**src/rtl/tone_player.sv**
```systemverilog
// tone_player
//   Plays one note per valid/ready handshake on the speaker pin. The note's
//   tone word sets the divider preload, and its duration sets the number of
//   beat ticks it lasts. After each note comes a programmable silent gap and
//   then a one-cycle done pulse.
//
//   State table:
//     state  | meaning
//     IDLE   | waiting for a note; note_ready high
//     PLAY   | divider running; one beat tick consumed per tick_en
//     GAP    | silent; counting GAP_TICKS beat ticks before done
//
// Ports:
//   CLK, RST     clock and asynchronous active-low reset
//   tick_en      beat strobe, one CLK wide
//   abort        synchronous stop of the current note (no done pulse)
//   note_valid   note offered; accepted when note_ready is also high
//   note_ready   high only in IDLE
//   note_tn      divider preload (0 = rest)
//   note_dur     note length in beat ticks
//   SPKS         one-cycle pulse per divider overflow
//   SPK          square wave that toggles on every overflow
//   busy         high in PLAY and GAP
//   done         one-cycle pulse when a note and its gap complete
module tone_player #(
  parameter int CNT_W     = 11,
  parameter int DUR_W     = 8,
  parameter int GAP_TICKS = 1
) (
  input  logic             CLK,
  input  logic             RST,
  input  logic             tick_en,
  input  logic             abort,
  input  logic             note_valid,
  output logic             note_ready,
  input  logic [CNT_W-1:0] note_tn,
  input  logic [DUR_W-1:0] note_dur,
  output logic             SPKS,
  output logic             SPK,
  output logic             busy,
  output logic             done
);

  localparam int GAP_W = (GAP_TICKS > 1) ? $clog2(GAP_TICKS + 1) : 1;
  localparam logic [GAP_W-1:0] GAP_LD = GAP_W'(GAP_TICKS);

  typedef enum logic [1:0] {S_IDLE, S_PLAY, S_GAP} state_t;

  state_t             r_state;
  state_t             w_state_nxt;
  logic               w_accept;
  logic               w_done_nxt;
  logic               w_play_run;
  logic [CNT_W-1:0]   r_tn;
  logic [CNT_W-1:0]   r_div;
  logic [DUR_W-1:0]   r_dur;
  logic [GAP_W-1:0]   r_gap;
  logic               r_spks;
  logic               r_spk;
  logic               r_busy;
  logic               r_done;

  always_ff @(posedge CLK or negedge RST) begin
    if (!RST) r_state <= S_IDLE;
    else      r_state <= w_state_nxt;
  end

  // abort is checked first in every state so it wins over tick_en and accept.
  always_comb begin
    w_state_nxt = r_state;
    w_accept    = 1'b0;
    w_done_nxt  = 1'b0;
    unique case (r_state)
      S_IDLE: begin
        if (note_valid && !abort) begin
          w_accept = 1'b1;
          if (note_dur != '0)      w_state_nxt = S_PLAY;
          else if (GAP_TICKS != 0) w_state_nxt = S_GAP;
          else                     w_done_nxt  = 1'b1;
        end
      end
      S_PLAY: begin
        if (abort) begin
          w_state_nxt = S_IDLE;
        end else if (tick_en && (r_dur == DUR_W'(1))) begin
          if (GAP_TICKS != 0) begin
            w_state_nxt = S_GAP;
          end else begin
            w_state_nxt = S_IDLE;
            w_done_nxt  = 1'b1;
          end
        end
      end
      S_GAP: begin
        if (abort) begin
          w_state_nxt = S_IDLE;
        end else if (tick_en && (r_gap == GAP_W'(1))) begin
          w_state_nxt = S_IDLE;
          w_done_nxt  = 1'b1;
        end
      end
      default: w_state_nxt = S_IDLE;
    endcase
    w_play_run = (r_state == S_PLAY) && (w_state_nxt == S_PLAY);
  end

  // Speaker outputs are only driven while staying in PLAY; any exit from
  // PLAY (end of note, abort) forces them low on the same edge.
  always_ff @(posedge CLK or negedge RST) begin
    if (!RST) begin
      r_tn   <= '0;
      r_div  <= '0;
      r_dur  <= '0;
      r_gap  <= '0;
      r_spks <= 1'b0;
      r_spk  <= 1'b0;
      r_busy <= 1'b0;
      r_done <= 1'b0;
    end else begin
      r_done <= w_done_nxt;
      r_busy <= (w_state_nxt != S_IDLE);
      if (w_accept) begin
        r_tn   <= note_tn;
        r_div  <= note_tn;
        r_dur  <= note_dur;
        r_spks <= 1'b0;
        r_spk  <= 1'b0;
      end else if (w_play_run) begin
        if (tick_en) r_dur <= r_dur - DUR_W'(1);
        if (r_tn == '0) begin
          r_spks <= 1'b0;
          r_spk  <= 1'b0;
        end else if (r_div == '1) begin
          r_div  <= r_tn;
          r_spks <= 1'b1;
          r_spk  <= ~r_spk;
        end else begin
          r_div  <= r_div + CNT_W'(1);
          r_spks <= 1'b0;
        end
      end else begin
        r_spks <= 1'b0;
        r_spk  <= 1'b0;
      end
      // Gap counter is preloaded whenever not in GAP, so it is ready on entry.
      if (r_state != S_GAP) r_gap <= GAP_LD;
      else if (tick_en)     r_gap <= r_gap - GAP_W'(1);
    end
  end

  assign note_ready = (r_state == S_IDLE);
  assign SPKS       = r_spks;
  assign SPK        = r_spk;
  assign busy       = r_busy;
  assign done       = r_done;

endmodule

```
**config.mk**
```make
export PLATFORM = sky130hd
export DESIGN_NAME = tone_player
export DESIGN_NICKNAME = d
export VERILOG_FILES = /design/src/rtl/tone_player.sv
export SDC_FILE = /design/constraint.sdc
export NUM_CORES = 1
export LEC_CHECK = 0
export CORE_MARGIN = 10
export CORE_UTILIZATION = 25
export CTS_CLUSTER_SIZE = 25
export DETAILED_ROUTE_END_ITERATION = 10
export HOLD_SLACK_MARGIN = 0.02
export SYNTH_ARGS = -nofsm -noshare
export SYNTH_HDL_FRONTEND = slang
export SYNTH_SLANG_ARGS = --single-unit
```
**constraint.sdc**
```tcl
create_clock -name CLK -period 2.4 [get_ports CLK]
set_clock_uncertainty 0.05 [all_clocks]
set_input_delay 0.48 -clock CLK [delete_from_list [all_inputs] [get_ports CLK]]
set_output_delay 0.48 -clock CLK [all_outputs]
set_load 0.01 [all_outputs]
```
After elaboration in Yosys (flattened, before gate mapping). Cells that the tools add are included.

Register bits: 37. Input port bits: 24. Output and inout port bits: 5. Logic and storage cells: 64.

Add/subtract/negate cells: 3. Equality and inequality tests: 8. Mux-type cells: 29. Bitwise logic cells: 1. Reduce and logical (&&, ||, !) cells: 14.

Operator list (count): 11-bit 2-to-1 mux (4); 8-bit 2-to-1 mux (3); 1-bit 2-to-1 mux (15); 2-bit 2-to-1 mux (6); 11-bit by 1-bit adder with 11-bit output, second input constant (1); 11-bit == test, second input constant (1); 11-bit logical NOT (1); 8-bit by 1-bit == test with 1-bit output, second input constant (1); 2-bit nonzero test (4); 8-bit nonzero test (1); 8-bit by 1-bit subtractor with 8-bit output, second input constant (1); 2-bit case mux with 3 select lines (1); 2-bit by 1-bit == test with 1-bit output, second input constant (2); 1-bit logical AND (4); 2-bit inequality test, second input constant (2); 4-bit by 2-bit inequality test with 1-bit output, second input constant (1); 2-bit AND reduction (2); 2-bit == test, second input constant (1); 2-bit logical NOT (1); 1-bit logical NOT (1); 1-bit inverter (1); 1-bit subtractor, second input constant (1).

Longest topological paths before layout.
Depth after elaboration: 9. Depth in mapped cells: 8. Mapped depth without buffers: 7.

Least setup slack after synthesis. Ideal clock, no wire load.

Path kind: register -> register. Start: reg r_dur[1]. End: reg r_div[2]. Library setup time: 0.092 ns. Arrival: 1.995 ns. Slack: 0.263 ns. Stages on the path, launching flop included: 9. Period minus slack after synthesis: 2.137 ns. Cells stage by stage: dfrtp_1 inv_1 ha_1 or4bb_1 o21a_1 and2_1 buf_2 and4_1 o31ai_2.

Word-level cells in the longest chain between the ends: 9.

RTL lines: from (decl) (line 56) `logic [DUR_W-1:0] r_dur;`; from (signal assigned) (line 125) `r_dur <= note_dur;`; from (signal assigned) (line 129) `if (tick_en) r_dur <= r_dur - DUR_W'(1);`; 8-bit by 1-bit == test with 1-bit output (line 85) `end else if (tick_en && (r_dur == DUR_W'(1))) begin`; 1-bit logical AND (line 85); 2-bit 2-to-1 mux (line 85); 2-bit 2-to-1 mux (line 83) `if (abort) begin`; 2-bit case mux with 3 select lines (line 73) `unique case (r_state)`; 2-bit by 1-bit == test with 1-bit output (line 104) `w_play_run = (r_state == S_PLAY) && (w_state_nxt == S_PLAY);`; 1-bit logical AND (line 104); 2-bit nonzero test (no source line); 2-bit AND reduction (no source line); to (signal assigned) (line 124) `r_div <= note_tn;`; to (signal assigned) (line 134) `r_div <= r_tn;`; to (signal assigned) (line 138) `r_div <= r_div + CNT_W'(1);`; to (decl) (line 55) `logic [CNT_W-1:0] r_div;`.

Every way passes these cells. A chain may end at the register's enable or synchronous reset.

Worst setup path in the final report.
Start: reg r_dur[1]. End: reg r_div[1].

Same word-level chain as after synthesis.

==> results.toml <==
[clock_tree]
htreeDepth = 2
cts_resized = 0
cts.hold.buffers_added = 0
cts_root_buf = "clkbuf_8"
cts_sinks = 37
insertion_delay_ps = 290
cts_tree = "yes"
clk_pin_slew_ps = 80
tritoncts.num_buffers = 5
cts_buffer_depth = 2
post_cts_buffers = 0

[grt]
overflow = 0
grt_pass1_vias = 1835
grt_pass1_wl_um = 8880
grt_max_degree = 38
grtUsageTotal = 0.0924
antenna_found_initial = 0

[drt]
num_vias = 1794
wl_um = 5180
initialDrtViolationCount = 101
postRouteAntennaNets = 0
first_pass_iters = 4
wl_per_cell_um = 14.0
routed_via_density = 4.84
drc = 0

[synth]
synth_seq_cells = 37
synth_fa_ha_area_frac = 0.0190
yosys.area_share.simple = 0.289
synth_nets = 248
synth_seq_area_share = 0.469
yosys_warnings = 0
syn_area_um2 = 1970
synth.top_cell.area_share = 0.469
synth_top_area_cell = "dfrtp_1"
synth.distinct_cells = 52
synthMuxAreaShare = 0.00507
synth_top_family_by_area = "simple AND/OR/NAND/NOR gates"
synthTopCellsByArea = "dfrtp_1, nand2_1, nor2_1"
syn_avg_cell_area_um2 = 8.93
synthArstFlopShare = 1.00
synth_compound_area_frac = 0.188
synthCells = 221
synth_edf_count = 0
synth_xor_area_frac = 0.00444
ys.flop_type = "dfrtp_1"

[setup_path]
cpMostUsedCell = "o21ai_0"
worst-path-max-fanout = 6
arrival_ps = 2370
worstPathCellList = "inv_1, ha_1, or4bb_1, o21a_1, and2_1, buf_4, o21ai_0, o21ai_0"
path_class = "flip-flop to flip-flop"
required_ps = 2520
critPathMaxStageDelay_ps = 530
end_kind = "flip-flop"
crit_path_start_kind = "flip-flop"
crit_path_top_delay_cell = "or4bb_1"

[outcome]
outcome = "complete, no violations"

[power]
max-vdd-ir-drop_mv = 0.278
swShare = 0.326
total_power_mw = 1.82
power_density_nw_per_um2 = 700
power_frac_comb = 0.233
p_int_mw = 1.23
clkPwrFrac = 0.268
pwr-share-seq = 0.499
leakage_nw = 1.15
switchingPower_mw = 0.594

[place]
placedCellCount = 363
port_buffers = 28
gp_congestion = 0.784
hpwl_um = 3920

[sta]
setup_tns_ps = 0
period_minus_slack_ps = 2250
hold_ws_ps = 237
max_freq_mhz = 445
slew_violations = 0
hold_viol = 0
max-slew-margin-rel = 0.439
rsz0062_at_grt = "no"
worstMarginPinSlew_ps = 842
final.period_utilization = 0.936
finalSetupViolations = 0

[floorplan]
initial_core_util = 0.257
die_w_um = 109
io_pins = 29
rows = 32
die_area_um2 = 11900
fp.dieH_um = 109
coreArea_um2 = 7690

[finish]
area_growth_pct = 31.8
fin_cells = 371
drive_gt1_frac = 0.145
final_util = 0.339
diodes = 0
nets = 295

[job]
maxCapViolations = 0

[hold_path]
min_path_type = "primary input to asynchronous set/reset pin"
kinds of logic (layout without fill, tap and decap cells):
group,Yosys count,after routing
simple gates,114,114
compound gates,52,52
flops,37,37
buf+inv,13,61
fa+ha+maj,3,3
xor+xnor,1,1
mux,1,1
cells in the mapped netlist, types with 2 or more instances:
| cell | number |
|---|---|
| o22ai_1 | 3 |
| nor3_1 | 7 |
| inv_1 | 6 |
| a221oi_1 | 2 |
| nand3b_1 | 2 |
| nor2b_1 | 4 |
| a31oi_1 | 4 |
| nor4_1 | 3 |
| nand3_1 | 8 |
| dfrtp_1 | 37 |
| and2_1 | 2 |
| a41o_1 | 2 |
| nor3b_1 | 2 |
| or4_1 | 2 |
| a21o_1 | 2 |
| a22oi_1 | 2 |
| o21ai_0 | 6 |
| clkbuf_1 | 6 |
| nor2_1 | 18 |
| or3_1 | 3 |
| o21ai_1 | 3 |
| or3_4 | 2 |
| a21oi_1 | 10 |
| nand2_1 | 48 |
| o221ai_1 | 2 |
| a221o_1 | 3 |
| and3_1 | 5 |
| ha_1 | 3 |
metal layers:
layer	global-route usage	routed length (um)	vias to the layer above
li1	-	-	899
met3	0.0271	188	8
met2	0.141	2350	36
met4	0.0301	66	0
met5	0	0	-
met1	0.122	2570	851
path summary, 6_finish.rpt:
kind / from / endpoint / cells past startpoint / slack, ps
setup / recovery: r_dur[1]$_DFFE_PN0P_ / r_div[1]$_DFFE_PN0P_ / 8 / 150
hold / removal: RST / r_dur[5]$_DFFE_PN0P_ / 1 / 240
setup reg to reg: r_dur[1]$_DFFE_PN0P_ / r_div[1]$_DFFE_PN0P_ / 8 / 150
hold reg to reg: r_tn[6]$_DFFE_PN0P_ / r_tn[6]$_DFFE_PN0P_ / 2 / 460
max in group asynchronous: RST / r_div[9]$_DFFE_PN0P_ / 1 / 1530
min in group CLK: r_tn[6]$_DFFE_PN0P_ / r_tn[6]$_DFFE_PN0P_ / 2 / 460
final cells by class:
cell class                 instances  area [um2]
tap                              102         128
inverter                           6        22.5
fill                             821        5080
clock buffer                       7        96.3
clock inverter                     1        5.00
timing repair buffer              47         418
multi-input combinational        171        1010
sequential                        37         926
critical path, delay by kind of cell, from the launching register on:
family          cells  cell delay (ps)
simple gates        2              740
flops               1              390
compound gates      3              480
buf+inv             2              280
fa+ha+maj           1              180
state kept, by name, summed over array words and instances, names as in the netlist:
signal   flops
SPK          1
SPKS         1
busy         1
done         1
r_div       11
r_dur        8
r_gap        1
r_state      2
r_tn        11
power by group through the flow:
stage          registers [mW]  clock network, mW  logic, mW
2_1_floorplan           0.871                  0      0.278
3_3_place_gp            0.913                  0      0.413
3_5_place_dp            0.916                  0      0.423
4_1_cts                 0.905              0.502      0.426
5_1_grt                 0.932              0.533      0.482
6_report                0.910              0.488      0.425
cell usage in the layout, fill, tap and decap left out, drive strengths merged, types with 3 or more instances in the layout:
cell / count
a31oi: 4
o21ai: 9
clkbuf: 7
or4: 3
nand3: 8
a221o: 3
nor4: 4
or3: 5
o22ai: 3
nor2b: 4
and3: 5
inv: 6
buf: 20
clkdlybuf4s50: 27
a21oi: 10
nand2: 48
nor3: 7
nor2: 18
dfrtp: 37
ha: 3
through the flow:
step	instance area (um2)	worst slack [ps]
finish	2600	153
global placement	2500	-9.69
detailed placement	2500	-38.1
CTS	2600	154
floorplan	1970	263
global route	2600	12.0
Note: power is estimated with default switching activity, not from simulation.
